## src/rtl/cpu_pkg.sv

```systemverilog
// Shared CPU definitions: widths, instruction field positions, opcodes and the ID/EX bundle.
// Used by the decode stage and reused by the EX stage.
package cpu_pkg;

  localparam int PC_WIDTH   = 8;
  localparam int DATA_WIDTH = 16;
  localparam int REG_ADDR_W = 4;
  localparam int INSTR_W    = 16;

  localparam int OP_MSB  = 15;
  localparam int OP_LSB  = 12;
  localparam int RD_MSB  = 11;
  localparam int RD_LSB  = 8;
  localparam int RS1_MSB = 7;
  localparam int RS1_LSB = 4;
  localparam int RS2_MSB = 3;
  localparam int RS2_LSB = 0;

  localparam logic [3:0] OP_NOP  = 4'h0;
  localparam logic [3:0] OP_ADD  = 4'h1;
  localparam logic [3:0] OP_SUB  = 4'h2;
  localparam logic [3:0] OP_AND  = 4'h3;
  localparam logic [3:0] OP_OR   = 4'h4;
  localparam logic [3:0] OP_XOR  = 4'h5;
  localparam logic [3:0] OP_LDI  = 4'h6;
  localparam logic [3:0] OP_LD   = 4'h7;
  localparam logic [3:0] OP_ST   = 4'h8;
  localparam logic [3:0] OP_BEQZ = 4'h9;

  typedef struct packed {
    logic                  uses_rs1;
    logic                  uses_rs2;
    logic                  reg_we;
    logic                  mem_rd;
    logic                  mem_wr;
    logic                  illegal;
    logic [DATA_WIDTH-1:0] imm;
  } dec_ctl_t;

  typedef struct packed {
    logic                  valid;
    logic [3:0]            opcode;
    logic [REG_ADDR_W-1:0] rd;
    logic [DATA_WIDTH-1:0] op_a;
    logic [DATA_WIDTH-1:0] op_b;
    logic [DATA_WIDTH-1:0] imm;
    logic [PC_WIDTH-1:0]   pc;
    logic                  reg_we;
    logic                  mem_rd;
    logic                  mem_wr;
    logic                  illegal;
  } id_ex_t;

endpackage

```

## src/rtl/decode_stage_if.sv

```systemverilog
// Signal bundle between the decode stage and its neighbours (fetch, reg_file, writeback, EX).
// master = surrounding pipeline, slave = decode stage.
interface decode_stage_if
  import cpu_pkg::*;
#(
  parameter int PC_W   = PC_WIDTH,
  parameter int DATA_W = DATA_WIDTH,
  parameter int REG_AW = REG_ADDR_W
);
  logic               if_valid;
  logic [INSTR_W-1:0] if_instr;
  logic [PC_W-1:0]    if_pc;
  logic               id_stall;

  logic [REG_AW-1:0]  rf_read_reg1;
  logic [REG_AW-1:0]  rf_read_reg2;
  logic [DATA_W-1:0]  rf_read_data1;
  logic [DATA_W-1:0]  rf_read_data2;

  logic               wb_we;
  logic [REG_AW-1:0]  wb_reg;
  logic [DATA_W-1:0]  wb_data;

  logic               ex_ready;
  logic               ex_flush;
  logic               ex_valid;
  logic [3:0]         ex_opcode;
  logic [REG_AW-1:0]  ex_rd;
  logic [DATA_W-1:0]  ex_op_a;
  logic [DATA_W-1:0]  ex_op_b;
  logic [DATA_W-1:0]  ex_imm;
  logic [PC_W-1:0]    ex_pc;
  logic               ex_reg_we;
  logic               ex_mem_rd;
  logic               ex_mem_wr;
  logic               ex_illegal;

  modport master (
    output if_valid, if_instr, if_pc, rf_read_data1, rf_read_data2,
           wb_we, wb_reg, wb_data, ex_ready, ex_flush,
    input  id_stall, rf_read_reg1, rf_read_reg2, ex_valid, ex_opcode, ex_rd,
           ex_op_a, ex_op_b, ex_imm, ex_pc, ex_reg_we, ex_mem_rd, ex_mem_wr, ex_illegal
  );

  modport slave (
    input  if_valid, if_instr, if_pc, rf_read_data1, rf_read_data2,
           wb_we, wb_reg, wb_data, ex_ready, ex_flush,
    output id_stall, rf_read_reg1, rf_read_reg2, ex_valid, ex_opcode, ex_rd,
           ex_op_a, ex_op_b, ex_imm, ex_pc, ex_reg_we, ex_mem_rd, ex_mem_wr, ex_illegal
  );
endinterface

```

## src/rtl/decode_stage_instr_decoder.sv

```systemverilog
// Combinational opcode decode: source usage, control bits and sign-extended immediate.
// Zero latency, no state.
module instr_decoder
  import cpu_pkg::*;
(
  input  logic [3:0] op,
  input  logic [7:0] imm_field,
  output dec_ctl_t   ctl
);

  always_comb begin
    ctl = '0;
    case (op)
      OP_NOP: ;
      OP_ADD, OP_SUB, OP_AND, OP_OR, OP_XOR: begin
        ctl.uses_rs1 = 1'b1;
        ctl.uses_rs2 = 1'b1;
        ctl.reg_we   = 1'b1;
      end
      OP_LDI: begin
        ctl.reg_we = 1'b1;
        ctl.imm    = {{(DATA_WIDTH-8){imm_field[7]}}, imm_field};
      end
      OP_LD: begin
        ctl.uses_rs1 = 1'b1;
        ctl.reg_we   = 1'b1;
        ctl.mem_rd   = 1'b1;
      end
      OP_ST: begin
        ctl.uses_rs1 = 1'b1;
        ctl.uses_rs2 = 1'b1;
        ctl.mem_wr   = 1'b1;
      end
      OP_BEQZ: begin
        ctl.uses_rs1 = 1'b1;
        ctl.imm      = {{(DATA_WIDTH-4){imm_field[3]}}, imm_field[3:0]};
      end
      default: ctl.illegal = 1'b1;
    endcase
  end

endmodule

```

## src/rtl/decode_stage.sv

```systemverilog
// ID stage: decode, writeback bypass, load-use hazard detection, ID/EX register; 1-cycle latency.
// Stalls fetch on a load-use hazard or when EX is not ready; a flush overrides both.
module decode_stage
  import cpu_pkg::*;
(
  input  logic           clk,
  input  logic           rst,
  decode_stage_if.slave  bus
);

  logic [3:0]            op;
  logic [REG_ADDR_W-1:0] rd;
  logic [REG_ADDR_W-1:0] rs1;
  logic [REG_ADDR_W-1:0] rs2;
  dec_ctl_t              ctl;
  id_ex_t                ex_q;
  id_ex_t                dec_d;
  logic                  hazard;

  assign op  = bus.if_instr[OP_MSB:OP_LSB];
  assign rd  = bus.if_instr[RD_MSB:RD_LSB];
  assign rs1 = bus.if_instr[RS1_MSB:RS1_LSB];
  assign rs2 = bus.if_instr[RS2_MSB:RS2_LSB];

  instr_decoder u_dec (
    .op        (op),
    .imm_field (bus.if_instr[7:0]),
    .ctl       (ctl)
  );

  assign bus.rf_read_reg1 = rs1;
  assign bus.rf_read_reg2 = rs2;

  // A load in EX cannot forward its data yet, so a dependent consumer must wait one cycle.
  assign hazard = bus.if_valid && ex_q.valid && ex_q.mem_rd &&
                  ((ctl.uses_rs1 && ex_q.rd == rs1) || (ctl.uses_rs2 && ex_q.rd == rs2));

  assign bus.id_stall = (hazard || !bus.ex_ready) && !bus.ex_flush;

  always_comb begin
    dec_d         = '0;
    dec_d.valid   = bus.if_valid;
    dec_d.opcode  = op;
    dec_d.rd      = rd;
    dec_d.op_a    = (bus.wb_we && bus.wb_reg == rs1) ? bus.wb_data : bus.rf_read_data1;
    dec_d.op_b    = (bus.wb_we && bus.wb_reg == rs2) ? bus.wb_data : bus.rf_read_data2;
    dec_d.imm     = ctl.imm;
    dec_d.pc      = bus.if_pc;
    dec_d.reg_we  = bus.if_valid && ctl.reg_we;
    dec_d.mem_rd  = bus.if_valid && ctl.mem_rd;
    dec_d.mem_wr  = bus.if_valid && ctl.mem_wr;
    dec_d.illegal = bus.if_valid && ctl.illegal;
  end

  always_ff @(posedge clk or posedge rst) begin
    if (rst) begin
      ex_q <= '0;
    end else if (bus.ex_flush) begin
      ex_q <= '0;
    end else if (!bus.ex_ready) begin
      ex_q <= ex_q;
    end else if (hazard) begin
      ex_q.valid  <= 1'b0;
      ex_q.reg_we <= 1'b0;
      ex_q.mem_rd <= 1'b0;
      ex_q.mem_wr <= 1'b0;
    end else begin
      ex_q <= dec_d;
    end
  end

  assign bus.ex_valid   = ex_q.valid;
  assign bus.ex_opcode  = ex_q.opcode;
  assign bus.ex_rd      = ex_q.rd;
  assign bus.ex_op_a    = ex_q.op_a;
  assign bus.ex_op_b    = ex_q.op_b;
  assign bus.ex_imm     = ex_q.imm;
  assign bus.ex_pc      = ex_q.pc;
  assign bus.ex_reg_we  = ex_q.reg_we;
  assign bus.ex_mem_rd  = ex_q.mem_rd;
  assign bus.ex_mem_wr  = ex_q.mem_wr;
  assign bus.ex_illegal = ex_q.illegal;

endmodule

```

## src/flat_wrapper.sv

```systemverilog
// flat-port wrapper written by rule: the top's interface ports become plain ports
module decode_stage_flat import cpu_pkg::*;
  (clk, rst, bus_if_valid, bus_if_instr, bus_if_pc, bus_rf_read_data1, bus_rf_read_data2, bus_wb_we, bus_wb_reg, bus_wb_data, bus_ex_ready, bus_ex_flush, bus_id_stall, bus_rf_read_reg1, bus_rf_read_reg2, bus_ex_valid, bus_ex_opcode, bus_ex_rd, bus_ex_op_a, bus_ex_op_b, bus_ex_imm, bus_ex_pc, bus_ex_reg_we, bus_ex_mem_rd, bus_ex_mem_wr, bus_ex_illegal);
  decode_stage_if bus_i ();
  input  logic clk;
  input  logic rst;
  input wire logic [$bits(bus_i.if_valid)-1:0] bus_if_valid;
  input wire logic [$bits(bus_i.if_instr)-1:0] bus_if_instr;
  input wire logic [$bits(bus_i.if_pc)-1:0] bus_if_pc;
  input wire logic [$bits(bus_i.rf_read_data1)-1:0] bus_rf_read_data1;
  input wire logic [$bits(bus_i.rf_read_data2)-1:0] bus_rf_read_data2;
  input wire logic [$bits(bus_i.wb_we)-1:0] bus_wb_we;
  input wire logic [$bits(bus_i.wb_reg)-1:0] bus_wb_reg;
  input wire logic [$bits(bus_i.wb_data)-1:0] bus_wb_data;
  input wire logic [$bits(bus_i.ex_ready)-1:0] bus_ex_ready;
  input wire logic [$bits(bus_i.ex_flush)-1:0] bus_ex_flush;
  output wire logic [$bits(bus_i.id_stall)-1:0] bus_id_stall;
  output wire logic [$bits(bus_i.rf_read_reg1)-1:0] bus_rf_read_reg1;
  output wire logic [$bits(bus_i.rf_read_reg2)-1:0] bus_rf_read_reg2;
  output wire logic [$bits(bus_i.ex_valid)-1:0] bus_ex_valid;
  output wire logic [$bits(bus_i.ex_opcode)-1:0] bus_ex_opcode;
  output wire logic [$bits(bus_i.ex_rd)-1:0] bus_ex_rd;
  output wire logic [$bits(bus_i.ex_op_a)-1:0] bus_ex_op_a;
  output wire logic [$bits(bus_i.ex_op_b)-1:0] bus_ex_op_b;
  output wire logic [$bits(bus_i.ex_imm)-1:0] bus_ex_imm;
  output wire logic [$bits(bus_i.ex_pc)-1:0] bus_ex_pc;
  output wire logic [$bits(bus_i.ex_reg_we)-1:0] bus_ex_reg_we;
  output wire logic [$bits(bus_i.ex_mem_rd)-1:0] bus_ex_mem_rd;
  output wire logic [$bits(bus_i.ex_mem_wr)-1:0] bus_ex_mem_wr;
  output wire logic [$bits(bus_i.ex_illegal)-1:0] bus_ex_illegal;
  assign bus_i.if_valid = bus_if_valid;
  assign bus_i.if_instr = bus_if_instr;
  assign bus_i.if_pc = bus_if_pc;
  assign bus_i.rf_read_data1 = bus_rf_read_data1;
  assign bus_i.rf_read_data2 = bus_rf_read_data2;
  assign bus_i.wb_we = bus_wb_we;
  assign bus_i.wb_reg = bus_wb_reg;
  assign bus_i.wb_data = bus_wb_data;
  assign bus_i.ex_ready = bus_ex_ready;
  assign bus_i.ex_flush = bus_ex_flush;
  assign bus_id_stall = bus_i.id_stall;
  assign bus_rf_read_reg1 = bus_i.rf_read_reg1;
  assign bus_rf_read_reg2 = bus_i.rf_read_reg2;
  assign bus_ex_valid = bus_i.ex_valid;
  assign bus_ex_opcode = bus_i.ex_opcode;
  assign bus_ex_rd = bus_i.ex_rd;
  assign bus_ex_op_a = bus_i.ex_op_a;
  assign bus_ex_op_b = bus_i.ex_op_b;
  assign bus_ex_imm = bus_i.ex_imm;
  assign bus_ex_pc = bus_i.ex_pc;
  assign bus_ex_reg_we = bus_i.ex_reg_we;
  assign bus_ex_mem_rd = bus_i.ex_mem_rd;
  assign bus_ex_mem_wr = bus_i.ex_mem_wr;
  assign bus_ex_illegal = bus_i.ex_illegal;
  decode_stage u_core (.clk(clk), .rst(rst), .bus(bus_i));
endmodule
```

## config.mk

```make
export PLATFORM = sky130hd
export DESIGN_NAME = decode_stage_flat
export DESIGN_NICKNAME = d
export VERILOG_FILES = /design/src/rtl/cpu_pkg.sv /design/src/rtl/decode_stage_if.sv /design/src/rtl/decode_stage_instr_decoder.sv /design/src/rtl/decode_stage.sv /design/src/flat_wrapper.sv
export SDC_FILE = /design/constraint.sdc
export NUM_CORES = 1
export LEC_CHECK = 0
export CAP_MARGIN = 20
export CORE_MARGIN = 5
export CORE_UTILIZATION = 44
export CTS_BUF_LIST = sky130_fd_sc_hd__clkbuf_4
export CTS_CLUSTER_SIZE = 25
export DETAILED_ROUTE_END_ITERATION = 8
export DONT_BUFFER_PORTS = 1
export PLACE_DENSITY_LB_ADDON = 0.05
export SYNTH_ARGS = -nofsm -noshare
export SYNTH_HDL_FRONTEND = slang
export SYNTH_SLANG_ARGS = --single-unit
```

## constraint.sdc

```tcl
create_clock -name clk -period 3.04 [get_ports clk]
set_input_delay 0.608 -clock clk [delete_from_list [all_inputs] [get_ports clk]]
set_output_delay 0.608 -clock clk [all_outputs]
set_load 0.01 [all_outputs]
```

== After elaboration in Yosys (flattened, before gate mapping) ==
Index checks and enable logic that the tools add are counted.

* Output and inout bits: 78
* Logic and storage cells: 63
* Input bits: 82
* Bits in registers: 69

* Equality and inequality tests: 14
* Muxes and demuxes: 15
* Reductions and logical operators: 23

{| class="wikitable"
|+ Operator list
! kind !! count
|-
| two-way mux 69 bit || 2
|-
| two-way mux 64 bit || 1
|-
| two-way mux 16 bit || 2
|-
| one-hot mux 16 bit (2 select lines) || 1
|-
| equality test 4 x 3 -> 1 bit, second input constant || 4
|-
| equality test 4 bit || 4
|-
| logical AND 1 bit || 12
|-
| OR reduction 10 bit || 1
|-
| equality test 4 x 2 -> 1 bit, second input constant || 2
|-
| equality test 4 bit, second input constant || 2
|-
| two-way mux 1 bit || 8
|-
| OR reduction 8 bit || 1
|-
| OR reduction 7 bit || 1
|-
| OR reduction 6 bit || 1
|-
| equality test 4 x 1 -> 1 bit, second input constant || 1
|-
| zero test 4 bit || 1
|-
| two-way mux 3 bit || 1
|-
| zero test 1 bit || 2
|-
| logical OR 1 bit || 2
|-
| inequality test 2 bit, second input constant || 1
|-
| AND reduction 2 bit || 1
|-
| nonzero test 2 bit || 1
|}

== Logic depth before layout (Yosys ltp) ==
* Word-level depth: 9
* Mapped depth: 8
* Depth with buffers taken out: 5

== Hierarchy ==
A second synthesis with hierarchy kept.

* Cell total of the unflattened synthesis: 446
* Area, all modules: 4116.4 um^2

{| class="wikitable"
|+ By module, submodules not included
! module !! instances !! area an instance (um^2) !! sequential area each (um^2) !! cells an instance
|-
| decode_stage || 1 || 3841.2 || 1726.7 || 408
|-
| instr_decoder || 1 || 275.3 || 0.0 || 38
|}

== Worst setup path after synthesis ==
Ideal clock, no wire load.

* Kind: input port to output port
* Start point: in bus_if_instr[15]
* End point: out bus_id_stall
* Data required time: 2432 ps
* Buffers on the path: 2
* Stages: 7
* Arrival: 1952 ps
* Slack: 480 ps
* Path through: clkbuf_1 o21ai_1 nand4_4 nor3_1 buf_6 nor2_1 a21oi_1

* Longest elaborated chain between the ends: 8
* Elaborated cells between the ends (all ways): 18
* Those cells by class: 8 x eq/ne; 2 x mux; 8 x reduce/logical

{| class="wikitable"
|+ RTL lines
! element !! RTL line !! text
|-
| start: declaration || flat_wrapper.sv:8 || <nowiki>input wire logic [$bits(bus_i.if_instr)-1:0] bus_if_instr;</nowiki>
|-
| equality test 4 bit, or another cell as far along || decode_stage_instr_decoder.sv:13 || <nowiki>case (op)</nowiki>
|-
| OR reduction 8 bit (no line) / OR reduction 6 bit (equally long branches) || n/a ||
|-
| two-way mux 1 bit || decode_stage_instr_decoder.sv:13 ||
|-
| logical AND 1 bit || decode_stage.sv:36 || <nowiki>((ctl.uses_rs1 && ex_q.rd == rs1) || (ctl.uses_rs2 && ex_q.rd == rs2));</nowiki>
|-
| logical OR 1 bit * || decode_stage.sv:36 ||
|-
| logical AND 1 bit * || decode_stage.sv:35 || <nowiki>assign hazard = bus.if_valid && ex_q.valid && ex_q.mem_rd &&</nowiki>
|-
| logical OR 1 bit * || decode_stage.sv:38 || <nowiki>assign bus.id_stall = (hazard || !bus.ex_ready) && !bus.ex_flush;</nowiki>
|-
| logical AND 1 bit * || decode_stage.sv:38 ||
|-
| end: declaration || flat_wrapper.sv:17 || <nowiki>output wire logic [$bits(bus_i.id_stall)-1:0] bus_id_stall;</nowiki>
|}

Mark *: on every way between the ends. The rest lies on a longest branch, timed or not.

== Worst setup path after layout ==
* Start point: reg u_core.ex_q, in the netlist u_core.bus.ex_mem_rd
* End point: out bus_id_stall

* Longest elaborated chain between the ends: 4

{| class="wikitable"
|+ RTL lines
! element !! RTL line !! text
|-
| start: declaration || decode_stage.sv:16 || <nowiki>id_ex_t ex_q;</nowiki>
|-
| start signal: assignment || decode_stage.sv:61 || <nowiki>ex_q <= ex_q;</nowiki>
|-
| logical AND 1 bit (2 in a row) || decode_stage.sv:35 ||
|-
| logical OR 1 bit || decode_stage.sv:38 ||
|-
| logical AND 1 bit || decode_stage.sv:38 ||
|}

Every way passes these cells.

==> results by group <==
Floorplanning
  • Die Span Y: 103 um
  • Die area: roughly 11000 sq um
  • Chip Width: 103 um
  • # rows: 34
  • Core area: 8640 sq um
  • I/O Pins: between 150 and 200
  • Initial Util: 44.5%

STA
  • Slew margin rel.: between 40% and 50%
  • Setup TNS: 0 ns
  • Peak Freq: between 0.3 and 0.4 GHz
  • RSZ-0062 raised after global routing: no
  • Setup Skew: 0.0166 ns
  • Least-Margin Pin Slew: 0.846 ns
  • Slew Limit Fails: 0
  • Final Hold Viols: 0
  • Crit share post-route: 90.1%
  • Min Tclk post-route: 2.74 ns
  • Setup violators final: 0

GRT
  • First-pass GRT wire length: 17200 um
  • GRT Overall Usage: 21.2%
  • GRT overflow: 0
  • Largest net degree at the start of global routing: 100
  • Initial antenna violation count: 0
  • Number of global-route vias before repair: 3169

Setup path
  • R2R cell count: 6
  • Crit-path max cell delay: between 0.4 and 0.5 ns
  • Crit path kind: flip-flop to output port
  • Crit path DAT: 2.13 ns
  • CP required: about 2.4 ns
  • Largest fanout on the critical path: 19
  • Worst setup EP type: output port
  • CP max-delay cell: dfrtp_1
  • Startpoint Class: flip-flop
  • Worst-path cell chain: and3_1, nand4_4, nor3_2, nor2_1, a21oi_1, buf_4

Flow run
  • MaxCap Viol Count: 0

Yosys
  • Yosys reg bits: 61
  • FFs w/ async S/R, synth: 100%
  • Most used DFF post-synth: dfrtp_1
  • Syn Inst Count: approximately 420
  • Synth Warn #: 0
  • Distinct cell type count after synthesis: 39
  • Seq/Total Area, Yosys: 39.7%
  • EDFF count, synth: 0
  • Post-Syn Area: 3840 sq um
  • Mean Syn Cell Area: 9.24 sq um
  • Syn Nets: roughly 500

Clock network
  • Total setup buffers inserted after CTS: 0
  • CTS resizes: 0
  • # H-tree levels: 3
  • Clock Tree Root: clkbuf_4
  • Number of CTS-inserted buffers: 9
  • Clk sinks: 61
  • Hold-fix buffers, CTS: 0
  • CTS tree: built
  • Maximum clock path buffer count: 2
  • Clock slew at reported path FFs: 0.11 ns
  • Worst skew pair latency: around 0.40 ns

Run status
  • Status: finished clean

Pwr
  • Int Power: 1.32 mW
  • Leak: ~1.6 nW
  • Combinational fraction of design power: 13.0%
  • Switching Fraction: 27.8%
  • Seq pwr share: 49.8%
  • Net switching power: 0.506 mW
  • Power per cell area: 463 nW/um^2
  • Clock group share of total power: 37.2%
  • Maximum vdd drop: 0.161 mV

Placement
  • Dpl cell area: about 3800 sq um
  • Placed Cells: 478
  • PortBufs: 0
  • Final Wtd Congestion: 0.748
  • Post-DP HPWL: 8120 um

Routing
  • DR WL/cell: 23.1 um
  • DR pass1 iterations: 4
  • Antenna Nets Post-Route: 0
  • Drt drc: 0
  • Vias: slightly above 3000
  • Drt total wl: 11400 um
  • Vias per cell: ~6.1
  • 1st-iter DRT viols: 81

Cells and area
  • # nets final: 463
  • Fin util: 45.5%
  • Share of layout cells above drive strength 1: 18.4%
  • Design area: 3930 sq um
  • Seq. cell area: roughly 1500 sq um
  • Fill cell count: 879
  • Syn-to-layout area delta: 2.31%
  • Non-filler instance count after layout: between 400 and 500
  • Area of the multi-input gates: 2020 sq um
  • N_diodes: 0

Min path
  • HP Class: primary input to asynchronous set/reset pin
## cell type report
cell class / instances / area share [%]
Timing Repair Buffer: 9 / 2.04
Sequential cell: 61 / 38.8
Clock buffer: 12 / 2.29
Multi-Input combinational cell: 298 / 51.4
Clock inverter: 4 / 1.85
Inverter: 2 / 0.191
Tap cell: 108 / 3.44
## power groups by stage
stage / Clock (mW) / Sequential (mW) / Combinational [mW]
floorplan: 0 / 0.911 / 0.231
global placement: 0 / 0.926 / 0.233
detailed placement: 0 / 0.926 / 0.239
CTS: 0.699 / 0.910 / 0.240
global route: 0.727 / 0.915 / 0.266
finish: 0.677 / 0.908 / 0.236
## synth_stat cells, types with 2 or more instances
cell	n	share of area, %
a21oi_1	52	6.8
a22oi_1	4	0.78
a32o_1	2	0.52
and2_1	2	0.33
and3_1	3	0.49
buf_1	2	0.20
buf_2	4	0.52
buf_4	20	3.9
buf_6	2	0.59
clkbuf_1	27	2.6
dfrtp_1	61	40
mux2_2	35	10
mux2i_1	4	1.0
nand2_1	11	1.1
nand2b_1	4	0.65
nand3_1	36	4.7
nor2_1	11	1.1
nor2b_1	36	5.9
nor3_1	2	0.26
nor4_2	2	0.65
nor4bb_1	2	0.52
o211ai_1	16	3.1
o21ai_0	33	4.3
o31ai_1	16	3.1
xnor2_1	12	2.7
xor2_1	4	0.91
## critical path, delay by kind of cell (launching register included)
family,cells,cell delay (ns)
compound gates,1,0.15
simple gates,4,1.00
flops,1,0.44
buf+inv,1,0.13
## stage by stage
| step | power, mW | setup slack [ns] | hold WS [ns] |
|---|---|---|---|
| floorplan | 1.14 | 0.480 | 0.532 |
| global placement | 1.16 | 0.464 | 0.559 |
| detailed placement | 1.16 | 0.424 | 0.560 |
| CTS | 1.85 | 0.218 | 0.0935 |
| global route | 1.91 | 0.0783 | 0.120 |
| finish | 1.82 | 0.302 | 0.118 |
## cells in the final DEF, fill, tap and decap left out, types with 2 or more instances in the layout
cell type	synthesis	final
dfrtp_1	61	61
a21oi_1	52	52
nand3_1	36	36
nor2b_1	36	36
mux2_2	35	35
o21ai_0	33	33
o211ai_1	16	16
o31ai_1	16	16
xnor2_1	12	12
clkbuf_4	0	12
nand2_1	11	11
nor2_1	11	11
buf_4	20	8
xor2_1	4	4
a22oi_1	4	4
nand2b_1	4	4
mux2i_1	4	4
and3_1	3	3
nor4_2	2	2
inv_2	1	2
nor4bb_1	2	2
and2_1	2	2
a32o_1	2	2
bufinv_16	0	2
## metal layers
layer	track usage [%]	share of wire [%]	vias up
met5	0	0	-
met4	7.97	1.7	0
met3	7.78	11	14
met2	36.0	50	140
met1	24.2	37	1470
li1	-	-	1402
## registers in the layout (all words and copies together), names as in the netlist
signal and flops:
u_core.bus.ex_op_b 16, u_core.bus.ex_imm 8, u_core.bus.ex_op_a 16, u_core.bus.ex_mem_rd 1
u_core.bus.ex_pc 8, u_core.bus.ex_reg_we 1, u_core.bus.ex_opcode 4, u_core.bus.ex_illegal 1
u_core.bus.ex_rd 4, u_core.bus.ex_valid 1, u_core.bus.ex_mem_wr 1
## final timing paths
| kind | end | startpoint | slack (ns) |
|---|---|---|---|
| worst max register to register | u_core.bus.ex_op_a[2] | u_core.bus.ex_rd[2] | 0.52 |
| min in group clk | u_core.bus.ex_opcode[2] | bus_ex_flush | 0.27 |
| max in group asynchronous | u_core.bus.ex_op_b[14] | rst | 2.45 |
| worst min register to register | u_core.bus.ex_reg_we | u_core.bus.ex_reg_we | 0.59 |
| worst min-delay path | u_core.bus.ex_pc[0] | rst | 0.12 |
| worst max-delay path | bus_id_stall | u_core.bus.ex_mem_rd | 0.30 |
## kinds of logic after synthesis
family / Yosys count / share of synthesized area, %
compound gates: 129 / 20.2
flops: 61 / 39.7
simple gates: 113 / 16.8
xor+xnor: 16 / 3.65
mux: 40 / 11.6
buf+inv: 57 / 8.04
(Power assumes the default switching activity.)
